## src/rtl/uart_tx_arbiter.sv

```systemverilog
// Round-robin arbiter that shares one UART transmitter among NREQ requesters.
// It captures the winning byte and its parity settings, launches it, then follows tx_busy to the end of the frame.
`default_nettype none

module uart_tx_arbiter #(
  parameter int DWIDTH     = 8,
  parameter int NREQ       = 4,
  parameter int START_TO   = 16,
  parameter int GAP_CYCLES = 2
) (
  input  logic                      clk,
  input  logic                      rst,
  input  logic [NREQ-1:0]           req_valid,
  input  logic [NREQ*DWIDTH-1:0]    req_data,
  input  logic [NREQ-1:0]           req_parity_en,
  input  logic [NREQ-1:0]           req_parity_type,
  output logic [NREQ-1:0]           req_ack,
  output logic [DWIDTH-1:0]         tx_p_data,
  output logic                      tx_data_valid,
  output logic                      tx_parity_en,
  output logic                      tx_parity_type,
  input  logic                      tx_busy,
  output logic [$clog2(NREQ)-1:0]   grant_id,
  output logic                      ctrl_busy,
  output logic                      err_timeout
);

  localparam int IW   = $clog2(NREQ);
  localparam int TMAX = (START_TO > GAP_CYCLES) ? START_TO : GAP_CYCLES;
  localparam int TW   = $clog2(TMAX + 1);
  localparam logic [TW-1:0] START_LAST = TW'(START_TO - 1);
  localparam logic [TW-1:0] GAP_LAST   = (GAP_CYCLES > 0) ? TW'(GAP_CYCLES - 1) : '0;

  typedef enum logic [2:0] {
    S_IDLE      = 3'd0,
    S_LAUNCH    = 3'd1,
    S_WAIT_BUSY = 3'd2,
    S_WAIT_DONE = 3'd3,
    S_GAP       = 3'd4
  } state_t;

  state_t            state;
  logic [IW-1:0]     last;
  logic [IW-1:0]     winner;
  logic [IW-1:0]     idx;
  logic              found;
  logic [TW-1:0]     timer;
  logic [DWIDTH-1:0] data_arr [NREQ];

  for (genvar g = 0; g < NREQ; g++) begin : g_unpack
    assign data_arr[g] = req_data[g*DWIDTH +: DWIDTH];
  end

  // Search starts one past the previous owner so a continuously requesting
  // client yields to every other pending client before being served again.
  always_comb begin
    found  = 1'b0;
    winner = '0;
    idx    = '0;
    for (int k = 1; k <= NREQ; k++) begin
      idx = IW'((int'(last) + k) % NREQ);
      if (!found && req_valid[idx]) begin
        found  = 1'b1;
        winner = idx;
      end
    end
  end

  assign ctrl_busy = (state != S_IDLE);

  always_ff @(posedge clk or negedge rst) begin
    if (!rst) begin
      state          <= S_IDLE;
      last           <= IW'(NREQ - 1);
      timer          <= '0;
      req_ack        <= '0;
      tx_p_data      <= '0;
      tx_data_valid  <= 1'b0;
      tx_parity_en   <= 1'b0;
      tx_parity_type <= 1'b0;
      grant_id       <= '0;
      err_timeout    <= 1'b0;
    end else begin
      req_ack       <= '0;
      tx_data_valid <= 1'b0;
      err_timeout   <= 1'b0;
      case (state)
        S_IDLE: begin
          if (found && !tx_busy) begin
            tx_p_data       <= data_arr[winner];
            tx_parity_en    <= req_parity_en[winner];
            tx_parity_type  <= req_parity_type[winner];
            grant_id        <= winner;
            last            <= winner;
            req_ack[winner] <= 1'b1;
            state           <= S_LAUNCH;
          end
        end
        S_LAUNCH: begin
          tx_data_valid <= 1'b1;
          timer         <= '0;
          state         <= S_WAIT_BUSY;
        end
        S_WAIT_BUSY: begin
          // Busy wins over an expiring timer in the same cycle.
          if (tx_busy) begin
            state <= S_WAIT_DONE;
          end else if (timer == START_LAST) begin
            err_timeout <= 1'b1;
            state       <= S_IDLE;
          end else begin
            timer <= timer + 1'b1;
          end
        end
        S_WAIT_DONE: begin
          if (!tx_busy) begin
            timer <= '0;
            state <= (GAP_CYCLES == 0) ? S_IDLE : S_GAP;
          end
        end
        S_GAP: begin
          if (timer == GAP_LAST) begin
            state <= S_IDLE;
          end else begin
            timer <= timer + 1'b1;
          end
        end
        default: state <= S_IDLE;
      endcase
    end
  end

endmodule

`default_nettype wire

```

## config.mk

```make
export PLATFORM = sky130hd
export DESIGN_NAME = uart_tx_arbiter
export DESIGN_NICKNAME = d
export VERILOG_FILES = /design/src/rtl/uart_tx_arbiter.sv
export SDC_FILE = /design/constraint.sdc
export NUM_CORES = 1
export LEC_CHECK = 0
export CAP_MARGIN = 30
export CORE_ASPECT_RATIO = 1.1
export CORE_MARGIN = 2
export CORE_UTILIZATION = 40
export DETAILED_ROUTE_END_ITERATION = 10
export PLACE_DENSITY = 0.76
export SYNTH_ARGS = -nofsm -noshare
export SYNTH_HDL_FRONTEND = slang
export SYNTH_SLANG_ARGS = --single-unit
```

## constraint.sdc

```tcl
create_clock -name clk -period 1.92 [get_ports clk]
set_input_delay 0.288 -clock clk [delete_from_list [all_inputs] [get_ports clk]]
set_output_delay 0.288 -clock clk [all_outputs]
set_load 0.05 [all_outputs]
```

=== After elaboration in Yosys (flattened, before gate mapping) ===
Index checks and enable logic that the tools add are counted.

* Register bits: 28
* Word-level logic and storage cells: 93

* $add $sub $neg: 5
* Magnitude comparators: 7
* Eq/ne operators: 13
* Muxes and demuxes: 42
* Bitwise gates (word level): 1
* Reductions and logical operators: 15

{| class="wikitable"
|+ Operators with widths
! cell !! count
|-
| $mux W5 || 4
|-
| $pmux W5 S4 || 1
|-
| $bmux W8 S2 || 1
|-
| $mux W8 || 2
|-
| $lt A2 B3 Y1 const B || 5
|-
| $mux W1 || 15
|-
| $mux W3 || 5
|-
| $pmux W3 S5 || 1
|-
| $bmux W1 S2 || 6
|-
| $ne A2 B2 Y1 const B || 6
|-
| $mux W2 || 4
|-
| $mux W4 || 2
|-
| $eq A3 B2 Y1 const B || 2
|-
| $add A5 B1 Y5 const B || 1
|-
| $eq A5 B1 Y1 const B || 1
|-
| $eq A5 B4 Y1 const B || 1
|-
| $logic_and A1 B1 Y1 || 5
|-
| $reduce_and A5 Y1 || 1
|-
| $add A2 B1 Y2 const B || 2
|-
| $add A2 B2 Y2 const B || 2
|-
| $logic_not A1 Y1 || 4
|-
| $reduce_and A4 Y1 || 1
|-
| $reduce_bool A4 Y1 || 1
|-
| $eq A3 B1 Y1 const B || 1
|-
| 9 further kinds || 9
|}

=== Longest topological paths before layout ===
Gate-level depths: netlist (run 1).

* Depth after elaboration: 19
* Mapped depth: 7

=== Worst setup path before layout (run 1) ===
OpenSTA, ideal clock, no wires.

* Kind: reg2reg
* Start point: register timer[0]
* End point: register timer[3]
* Library setup time: 0.069 ns
* Arrival: 1.802 ns
* Setup slack: 0.049 ns
* Stages on the path, launching flop included: 8
* Period minus slack after synthesis: 1.871 ns
* Cells stage by stage: dfrtp_1 > ha_1 > and3_1 > ha_1 > o21bai_1 > a22oi_2 > or4b_1 > nand3_1

* Word-level cells in the longest chain between the ends: 4
* Elaborated cells between the ends (all ways): 10

{| class="wikitable"
|+ RTL lines
! what !! RTL line !! text
|-
| start, declared || 47 || <nowiki>logic [TW-1:0] timer;</nowiki>
|-
| start signal, assigned || 112 || <nowiki>timer <= timer + 1'b1;</nowiki>
|-
| start signal, assigned || 125 || <nowiki>timer <= timer + 1'b1;</nowiki>
|-
| $add A5 B1 Y5 || 112, 125 ||
|-
| $mux W5 || 108 || <nowiki>end else if (timer == START_LAST) begin</nowiki>
|-
| $mux W5 || 106 || <nowiki>if (tx_busy) begin</nowiki>
|-
| $pmux W5 S4 || 87 || <nowiki>case (state)</nowiki>
|}

Several ways; a longest one is shown, not always the timed one. The select of a mux whose other input is x is not followed.
A chain may end at the register's enable or synchronous reset.

=== Final worst setup path (run 1) ===
Same ends and word-level chain as after synthesis.

==> flow_summary.json, run 1 <==
{
  "power_uw": 3670,
  "worstSkewPairLatency_ns": 0.28,
  "ir_worst_vdd_v": 0.000519,
  "power_density_nw_per_um2": 1380,
  "grt_pass1_vias": 1467,
  "gp_congestion": 0.786,
  "place_inst": 306,
  "clock_sinks": 28,
  "fin_worst_skew_ns": 0.00512,
  "crit_path_max_fanout": 3,
  "crit_top_cell": "ha_2",
  "dpl.hpwl_mm": 3.28,
  "timing.final.crit_period_ns": 1.84,
  "drt_iter0_markers": 58,
  "hold_path.class": "primary input to async pin",
  "drv_slew": 0,
  "ys_ff_latch": 28,
  "crit-reg2reg-launch": "timer[0]",
  "io_pins": 66,
  "core_area_um2": 4290,
  "drtPass1Iterations": 4,
  "cts.hold.buffers_added": 0,
  "fin_cells": 310,
  "synth_top_cell_by_area": "dfrtp_1",
  "syn_nets": 227,
  "drv_cap": 0,
  "antenna_cells": 0,
  "hold_slack_ns": 0.383,
  "hold_violations": 0,
  "post_cts_buffers": 0,
  "async_flop_share_pct": 100,
  "final_layout_size_suffix_gt1_share_pct": 19.9,
  "ff2ff_setup_slack_ns": 0.08,
  "finalSetupViolCount": 0,
  "status": "completed",
  "final.period_utilization_pct": 95.7,
  "synth.yosys.seq_area_share_pct": 39.8,
  "grt_pass1_wl_mm": 6.62,
  "layout_commonest_cell": "clkdlybuf4s50_1",
  "portBuffers": 65,
  "ys_types": 48,
  "htreeDepth": 1,
  "required_ns": 2.14,
  "rsz0062_at_grt": "no",
  "cts_root_buffer": "clkbuf_8",
  "syn2layout_area_growth_pct": 51.0,
  "syn_inst": 177,
  "cts_resized": 0,
  "drcViolationCount": 0,
  "synth_area_leaders": "dfrtp_1 (37%), mux2i_1 (5.7%), o21ai_1 (4.5%)",
  "rows": 25,
  "yosysWarnings": 0,
  "synthFlopType": "dfrtp_1",
  "die_width_um": 67.3,
  "final_cell_mix": "clkdlybuf4s50_1 (64), dfrtp_1 (26), nand2_1 (19), buf_4 (19), o21ai_1 (16)",
  "fin_tns_setup_ns": 0,
  "slew_headroom_pct": 64.6,
  "critical_path.startpoint_type": "flip-flop",
  "path_class": "flip-flop to flip-flop",
  "cts_tree": "yes",
  "critPathCaptureType": "flip-flop",
  "cp_slowest_cell": "or4b_1",
  "die_h_um": 73.7,
  "p_leak_uw": 0.00116,
  "path_cells": "ha_2 > and3_1 > ha_2 > o21bai_1 > a22oi_2 > or4b_1 > nand3_1",
  "initial_utilization_pct": 41.2,
  "grt_overflow": 0,
  "slowest_delay_ns": 0.47,
  "via_per_inst": 5.19,
  "numCtsBuffers": 3,
  "track_usage_pct": 17.7,
  "routed_wirelength_mm": 4.14,
  "fp.dieArea_um2": 4960,
  "arrival_ns": 2.06,
  "r2r_cells": 7,
  "max_freq_mhz": 544,
  "vias": 1608,
  "fin_nets": 307,
  "antenna_left": 0,
  "syn_area_um2": 1770,
  "netlist.area_leader.share_pct": 36.9,
  "grt_antenna_before_repair": 0,
  "grt_max_degree": 29,
  "tightest_slew_ns": 0.530,
  "r2r_end": "timer[3]",
  "clock_path_buffers": 2,
  "path_clk_slew_ns": 0.10,
  "wl_per_cell_um": 13.4,
  "avgSynthCellArea_um2": 9.97,
  "synth_edf_count": 0
}
==> per-layer routing <==
layer / GRT usage [%] / routed length (um) / up-vias
li1: - / - / 799
met1: 22.3 / 1810 / 747
met2: 30.0 / 2010 / 57
met3: 4.75 / 281 / 5
met4: 4.08 / 36 / 0
met5: 0 / 0 / -
==> cell usage after synthesis, types with 2 or more instances <==
master,number
nand2_2,2
o21bai_1,2
mux2i_1,10
inv_1,2
ha_1,3
nand2b_1,7
buf_4,2
a21boi_0,6
o211ai_1,4
dfrtp_1,26
buf_2,4
or3_1,2
clkbuf_1,2
nand3_1,3
o21ai_1,16
a21oi_1,4
nor3_1,4
dfstp_2,2
nand2_1,19
o211ai_2,6
and3_1,11
buf_6,2
nand3b_1,2
nor2_1,8
a21boi_1,5
==> final cells by class <==
class	count	area, um2
clock buffers	4	55.1
fillers	373	1620
inverters	3	11.3
multi-input cells	135	985
flip-flops and latches	28	703
well taps	54	67.6
repair buffers	86	843
==> per-stage QoR <==
step | util (%) | worst slack (ns) | instance area [um2]
floorplan | - | 0.0490 | 1770
global placement | 60.6 | -0.0976 | 2600
detailed placement | 60.6 | -0.118 | 2600
CTS | 61.9 | 0.0225 | 2650
global route | 62.2 | 0.00503 | 2670
finish | 62.2 | 0.0830 | 2670
==> power breakdown <==
group          switching, uW  internal [uW]
clock                    198            184
sequential               251            823
combinational           1240            978
total                   1680           1990
==> worst max path at each step <==
stage | from | end | slack [ns] | depth (start not counted)
after floorplan | timer[0] | timer[3] | 0.05 | 7
after global placement | req_valid[0] | tx_parity_en | -0.1 | 8
after detailed placement | req_valid[0] | tx_p_data[5] | -0.12 | 7
after CTS | timer[0] | timer[3] | 0.02 | 7
after global routing | timer[0] | timer[3] | 0.005 | 7
final | timer[0] | timer[3] | 0.08 | 7
==> critical path: cells and delay by family, from the launching register on <==
family	cells	cell delay, ns
AOI/OAI and AO/OA	2	0.26
adders and majority gates	2	0.37
DFF	1	0.41
and+or+nand+nor	3	0.73
==> cells by family after synthesis <==
family	synth area share, %
AO/OA/AOI/OAI	22.9
XOR/XNOR	0.496
adder cells (fa/ha/maj)	2.13
buffers and inverters	5.17
flip-flops	39.8
multiplexers	6.45
AND/OR/NAND/NOR	23.0
==> state kept, by name, indices dropped and copies added, names as in the netlist <==
name / count
tx_p_data: 8
timer: 5
tx_data_valid: 1
grant_id: 2
tx_parity_en: 1
tx_parity_type: 1
req_ack: 4
last: 2
err_timeout: 1
state: 3
Power figures use the tool's default switching activity.
==> run 2, diff against run 1 <==
--- a/config.mk
+++ b/config.mk
@@ -8,9 +8,10 @@
 export CAP_MARGIN = 30
 export CORE_ASPECT_RATIO = 1.1
 export CORE_MARGIN = 2
-export CORE_UTILIZATION = 40
+export CORE_UTILIZATION = 41
+export CTS_BUF_LIST = sky130_fd_sc_hd__clkbuf_2
 export DETAILED_ROUTE_END_ITERATION = 10
-export PLACE_DENSITY = 0.76
+export PLACE_DENSITY = 0.78
 export SYNTH_ARGS = -nofsm -noshare
 export SYNTH_HDL_FRONTEND = slang
 export SYNTH_SLANG_ARGS = --single-unit
==> flow_summary.json, run 2 (synthesis gave the netlist of run 1 again) <==
{
  "path_cells": "clkdlybuf4s50_1",
  "status": "completed",
  "p_leak_uw": 0.00129,
  "grt_max_degree": 29,
  "crit_path_max_fanout": 1,
  "grt_overflow": 0,
  "die_h_um": 72.8,
  "grt_pass1_vias": 1632,
  "largest_reg_flops": 8,
  "fin_cells": 311,
  "drcViolationCount": 0,
  "clock_path_buffers": 2,
  "post-place-ws_ns": -0.148,
  "drtPass1Iterations": 4,
  "ir_worst_vdd_v": 0.000664,
  "place_inst": 302,
  "final.period_utilization_pct": 97.0,
  "startpoint": "req_ack[1]",
  "track_usage_pct": 18.2,
  "grt_antenna_before_repair": 0,
  "dpl.hpwl_mm": 3.25,
  "arrival_ns": 1.57,
  "cts.hold.buffers_added": 0,
  "power_frac_clock_pct": 9.7,
  "io_pins": 66,
  "finalSetupViolCount": 0,
  "clock_sinks": 28,
  "power_uw": 3690,
  "vias": 1607,
  "antenna_cells": 0,
  "switching_power_uw": 1710,
  "final_cell_area_um2": 2710,
  "fillers": 353,
  "placed_area_um2": 2570,
  "regMostFlops": "tx_p_data",
  "tightest_slew_ns": 0.521,
  "cp_slowest_cell": "clkdlybuf4s50_1",
  "path_clk_slew_ns": 0.27,
  "routed_wirelength_mm": 4.30,
  "hold_path.class": "primary input to async pin",
  "wl_per_cell_um": 13.8,
  "drv_cap": 0,
  "worstSkewPairLatency_ns": 0.37,
  "p_sw_share_pct": 46.3,
  "pwr-share-seq_pct": 29.0,
  "initial_utilization_pct": 41.8,
  "antenna_left": 0,
  "r2r_end": "tx_p_data[4]",
  "die_width_um": 66.6,
  "crit-reg2reg-launch": "last[1]",
  "multi_input_area_um2": 1020,
  "final_core_util_pct": 64.2,
  "path_class": "flip-flop to primary output",
  "fin_worst_skew_ns": 0.00815,
  "endpoint": "req_ack[1]",
  "crit_cells": 1,
  "core_area_um2": 4220,
  "crit_buf_inv": 1,
  "cts_root_buffer": "clkbuf_2",
  "power_density_nw_per_um2": 1360,
  "fp.dieArea_um2": 4850,
  "final_layout_size_suffix_gt1_share_pct": 21.4,
  "ff_latch_area_um2": 704,
  "slew_headroom_pct": 65.2,
  "gp_congestion": 0.792,
  "fin_nets": 308,
  "via_per_inst": 5.17,
  "timing.final.crit_period_ns": 1.86,
  "max_freq_mhz": 537,
  "grt_pass1_wl_mm": 6.89,
  "hold_violations": 0,
  "r2r_cells": 5,
  "syn2layout_area_growth_pct": 53.6,
  "crit_family": "buffers and inverters",
  "rows": 25,
  "numCtsBuffers": 3,
  "setup_ws_ns": 0.0576,
  "cts_tree": "yes",
  "top_regs": "tx_p_data: 8 flops, timer: 5 flops, req_ack: 4 flops",
  "portBuffers": 65,
  "layout_commonest_cell": "clkdlybuf4s50_1",
  "slowest_delay_ns": 0.80,
  "htreeDepth": 1,
  "drt_iter0_markers": 74,
  "required_ns": 1.63,
  "drv_slew": 0,
  "ff2ff_setup_slack_ns": 0.09,
  "critPathCaptureType": "primary output",
  "final_cell_mix": "clkdlybuf4s50_1 (51), dfrtp_1 (25), nand2_1 (19), buf_4 (19), o21ai_1 (16)",
  "combinationalPowerShare_pct": 61.3,
  "p_int_uw": 1980,
  "critical_path.startpoint_type": "flip-flop"
}
## run 2: layout make-up
cell class | instances | area share [%]
clock inverters | 1 | 1.11
multi-input cells | 136 | 37.7
repair buffers | 86 | 31.7
clock buffers | 3 | 0.554
flip-flops and latches | 28 | 26.0
inverters | 3 | 0.415
well taps | 54 | 2.49
## run 2: through the flow
stage,setup TNS [ns],hold slack (ns)
2_1_floorplan,0,-0.00759
3_3_place_gp,-0.720,0.467
3_5_place_dp,-1.10,0.482
4_1_cts,0,0.230
5_1_grt,-0.0223,0.245
6_report,0,0.230
## run 2: worst min path at each step
stage | slack (ns) | cells after the start | from | endpoint
finish | 0.23 | 2 | rst | timer[3]
global route | 0.24 | 2 | rst | tx_p_data[2]
CTS | 0.23 | 2 | rst | timer[3]
detailed placement | 0.48 | 2 | grant_id[1] | grant_id[1]
global placement | 0.47 | 2 | grant_id[1] | grant_id[1]
floorplan | -0.008 | 0 | rst | err_timeout
## run 2: power by group through the flow
stage	sequential, uW	combinational (uW)	clock (uW)
CTS	1070	2160	367
global route	1100	2420	389
global placement	1080	2140	0
floorplan	1440	1110	0
detailed placement	1080	2190	0
finish	1070	2260	359
## run 2: what timing repair did
item                                    CTS  global route
endpoints found under the setup margin    5            17
pin swaps                                 3             7
endpoints found under the hold margin     0             0
gates cloned                              0             1
resized for setup                         6            14
setup buffers                             0             4
## run 2: per-layer routing
layer	vias up	wire length, um	GRT usage, %
li1	797	-	-
met5	-	0	0
met4	0	32	5.67
met2	52	2280	33.0
met3	4	241	3.70
met1	754	1750	21.5
==> RTL edit 1 (flow settings as in run 2) <==
Change the parameter `GAP_CYCLES` from 2 to 8.
--- a/src/rtl/uart_tx_arbiter.sv
+++ b/src/rtl/uart_tx_arbiter.sv
@@ -6,7 +6,7 @@
   parameter int DWIDTH     = 8,
   parameter int NREQ       = 4,
   parameter int START_TO   = 16,
-  parameter int GAP_CYCLES = 2
+  parameter int GAP_CYCLES = 8
 ) (
   input  logic                      clk,
   input  logic                      rst,
Check against the original RTL: not equivalent (Yosys sat finds a counterexample within 10 cycles, from zero or initial values and one cycle with rst low).
==> RTL edit 1 against run 2 <==
The flow now finishes with violations (setup timing). Core utilization up 6.8 points. Area after synthesis down 7.2%. Worst hold slack got worse by 45 ps. Sequential share of layout area decreased by 0.62 points. Clock skew barely moved. Total power grew 6.1%. Final area is 2.3% higher. Setup slack worse by 160 ps. Clock power is 7.5% higher. Combinational power is 15% higher. Sequential cell count unchanged. Wire length up 11%. Final cell count shrank 0.96%.
==> RTL edit 1: results (changes against run 2) <==
placed inst area=0.00242 sq mm (was 0.00257 sq mm); Critical Path End=tx_parity_type$_DFFE_PN0P_ (was req_ack[1]); setup slack after layout=-103 ps (was 57.6 ps); worst-margin pin slew=632 ps (was 521 ps); outcome=finished, violations left (was finished, final reports clean); first-pass GRT wire length=7260 um (was 6890 um); post-route clock skew=7.81 ps (was 8.15 ps); syn_nets=210 (was 227); Worst Path Max Fanout=4 (was 1); HPWL after DPL=3060 um (was 3250 um); Routed WL per cell=15.5 um (was 13.8 um); # setup viols final=10 (was 0); VDD IR max=616 uV (was 664 uV); vias per cell=5.26 (was 5.17); Area contributors post-synth=dfrtp_1 (40%), mux2i_1 (7.3%), nand3_1 (7.0%) (was dfrtp_1 (37%), mux2i_1 (5.7%), o21ai_1 (4.5%)); Worst Hold Slack=185 ps (was 230 ps); final RePlAce weighted congestion=0.887 (was 0.792); Clock Pin Slew Worst Setup and Hold Paths=300 ps (was 270 ps); slowest stage cell, crit path=dfstp_2 (was clkdlybuf4s50_1); Setup CP Type=flip-flop to flip-flop (was flip-flop to primary output); Sequential Power Share=0.239 (was 0.290); CP top delay family=flip-flops (was buffers and inverters); placed cells=286 (was 302); Seq/Total Area, Yosys=0.429 (was 0.398); number of global-route vias before repair=1590 (was 1632); drt initial violations=96 (was 74); total combinational power=2.59 mW (was 2.26 mW); failing checks=setup timing
RTL edit 1: cell types whose count changed in the layout (fill, tap and decap cells not counted), moves of 8 or more:
cell,change
nand3_1,+20
o21ai_1,-16
mux2_4,+10
and3_1,-8
buf_4,+8
RTL edit 1: cell type report:
class | instances | area [sq um]
inverter | 5 | 18.8
multi-input combinational | 116 | 880
clock buffer | 3 | 15.0
tap | 52 | 65.1
sequential | 28 | 703
timing repair buffer | 103 | 1060
clock inverter | 1 | 30.0
fill | 283 | 1130
RTL edit 1: kinds of logic (layout without fill, tap and decap cells):
group,count (synthesis),after routing,synth area share
AOI/OAI and AO/OA,28,28,0.134
xor gates and xnor gates,1,1,0.00534
adders and majority gates,2,2,0.0153
buffers and inverters,17,112,0.0748
DFF,28,28,0.429
muxes,22,22,0.142
and+or+nand+nor,63,63,0.199
RTL edit 1: layer usage:
metal,up-vias,GRT usage,part of all wire
li1,781,-,-
met1,783,0.248,0.41
met4,0,0.0686,0.011
met5,-,0,0
met2,51,0.372,0.52
met3,5,0.0306,0.054
==> RTL edit 2 (flow settings as in run 2) <==
Without the edit above. Encoding of `state_t`: now one-hot (5 bits for 5 states).
--- a/src/rtl/uart_tx_arbiter.sv
+++ b/src/rtl/uart_tx_arbiter.sv
@@ -31,12 +31,12 @@
   localparam logic [TW-1:0] START_LAST = TW'(START_TO - 1);
   localparam logic [TW-1:0] GAP_LAST   = (GAP_CYCLES > 0) ? TW'(GAP_CYCLES - 1) : '0;
 
-  typedef enum logic [2:0] {
-    S_IDLE      = 3'd0,
-    S_LAUNCH    = 3'd1,
-    S_WAIT_BUSY = 3'd2,
-    S_WAIT_DONE = 3'd3,
-    S_GAP       = 3'd4
+  typedef enum logic [4:0] {
+    S_IDLE      = 5'b00001,
+    S_LAUNCH    = 5'b00010,
+    S_WAIT_BUSY = 5'b00100,
+    S_WAIT_DONE = 5'b01000,
+    S_GAP       = 5'b10000
   } state_t;
 
   state_t            state;
Check against the original RTL: same outputs for any inputs over 10 cycles, from zero or initial values and one cycle with rst low; not proved beyond that.
==> RTL edit 2 against run 2 <==
The run now ends with setup timing left. Worst hold slack better by 59 ps. Clock power down 12%. Wire length up 36%. Setup slack worse by 340 ps. Area after synthesis down 2.1%. Total power up 14%. Sequential cell count up 2. Critical endpoint is now timer[0]$_DFFE_PN0P_. Largest cell class unchanged. First-iteration DRC count up 59%. Final area up 15%. Largest power group unchanged.
==> RTL edit 2: results (changes against run 2) <==
placed cells=328 (was 302); setup slack after layout=-287 ps (was 57.6 ps); Root Buffer=clkbuf_2 (unchanged); depth of the CTS H-tree=2 (was 1); top cells by count, synth=dfrtp_1 (27), nor2_1 (18), a211oi_1 (10), nor3_1 (10), o211ai_1 (10) (was dfrtp_1 (26), nand2_1 (19), o21ai_1 (16)); Seq/Total Area, Yosys=0.436 (was 0.398); largest net degree at the start of global routing=31 (was 29); post-route clock skew=16.3 ps (was 8.15 ps); biggest regs=tx_p_data (8), state (5), timer (5) (was tx_p_data (8), timer (5), req_ack (4)); syn_nets=228 (was 227); layout cells sized above 1=0.377 (was 0.214); beginning of the critical path=timer[1]$_DFFE_PN0P_ (was req_ack[1]$_DFF_PN0_); Area contributors post-synth=dfrtp_1 (39%), dfstp_2 (4.6%), a211oi_1 (4.3%) (was dfrtp_1 (37%), mux2i_1 (5.7%), o21ai_1 (4.5%)); gr usage total=0.261 (was 0.182); P_leak=1.37 nW (was 1.29 nW); slowest stage cell, crit path=or4b_4 (was clkdlybuf4s50_1); CTS Buf Count=5 (was 3); critical path data arrival time=2480 ps (was 1570 ps); Worst Path Max Fanout=5 (was 1); first-pass iteration count of the detailed router=4 (unchanged); Mean Syn Cell Area=9.71 sq um (was 9.97 sq um); Port Buffer Count=65 (unchanged); nets=338 (was 308); post-synthesis cell type count=49 (was 48); CP max stage delay=490 ps (was 800 ps); outcome=finished, violations left (was finished, final reports clean); placed inst area=0.00283 sq mm (was 0.00257 sq mm); final RePlAce weighted congestion=0.904 (was 0.792); failing checks=setup timing; VDD IR max=905 uV (was 664 uV); # setup viols final=19 (was 0); first-pass GRT wire length=9270 um (was 6890 um); worst-margin pin slew=535 ps (was 521 ps); drt initial violations=118 (was 74); final wirelength=5860 um (was 4300 um); worst r2r dst=timer[0]$_DFFE_PN0P_ (was tx_p_data[4]$_DFFE_PN0P_); Clock Pin Slew Worst Setup and Hold Paths=170 ps (was 270 ps); vias per cell=5.51 (was 5.17); R2R cell count=7 (was 5); Worst setup EP type=flip-flop (was primary output)
RTL edit 2: per-layer routing:
layer  GRT usage  wire, um
met5           0         0
met3      0.0744       342
met1       0.278      2250
met2       0.480      3160
met4      0.0972       108
RTL edit 2: worst min-delay path by stage:
stage	from	to	slack, ps
after floorplan	rst	err_timeout$_DFF_PN0_	-8
after global placement	last[1]$_DFFE_PN1P_	last[1]$_DFFE_PN1P_	490
after detailed placement	grant_id[1]$_DFFE_PN0P_	grant_id[1]$_DFFE_PN0P_	500
after CTS	rst	tx_p_data[0]$_DFFE_PN0P_	280
after global routing	rst	err_timeout$_DFF_PN0_	270
final	rst	tx_p_data[3]$_DFFE_PN0P_	290
RTL edit 2: layout make-up:
type	count	area, sq um
Multi-Input combinational cell	134	1160
Timing Repair Buffer	109	1040
Fill cell	263	878
Sequential cell	30	756
Tap cell	52	65.1
Inverter	7	38.8
Clock buffer	6	30.0
Timing Repair inverter	1	16.3
Clock inverter	2	8.76
RTL edit 2: cell families (layout without fill, tap and decap cells):
family                   count (synthesis)  in the layout  synth area share
AO/OA/AOI/OAI                           51             52             0.220
adder cells (fa/ha/maj)                  3              3            0.0217
multiplexers                            11             11            0.0680
AND/OR/NAND/NOR                         65             65             0.200
flip-flops                              30             30             0.436
XOR/XNOR                                 3              3            0.0152
buffers and inverters                   15            125            0.0391
RTL edit 2: timing repair:
action / CTS / global route
endpoints found under the setup margin: 23 / 33
pin swaps: 8 / 6
setup buffers: 1 / 2
gates cloned: 2 / 0
resized for setup: 25 / 26
RTL edit 2: through the flow:
step,power [mW],setup WS [ps],hold WS (ps),util,TNS [ps]
after floorplan,2.55,-207,-7.59,-,-2600
after global placement,3.43,-272,489,0.707,-4040
after detailed placement,3.50,-346,496,0.707,-4800
after CTS,4.04,-245,284,0.751,-2050
after global routing,4.41,-323,274,0.780,-3780
final,4.19,-287,289,0.780,-2240
RTL edit 2: worst max-delay path: cells and delay by family (launching register included):
| family | cells | cell delay, ps |
|---|---|---|
| simple gates | 2 | 620 |
| flops | 1 | 420 |
| compound gates | 1 | 380 |
| mux | 1 | 270 |
| buf+inv | 2 | 240 |
| fa+ha+maj | 1 | 180 |
RTL edit 2: power by group:
group          internal (mW)  switching [mW]  leakage [nW]  total, mW
clock network         0.0895           0.226        0.0304      0.316
registers              0.889           0.216         0.376       1.10
logic                   1.21            1.56         0.959       2.77
total                   2.19            2.00          1.37       4.19
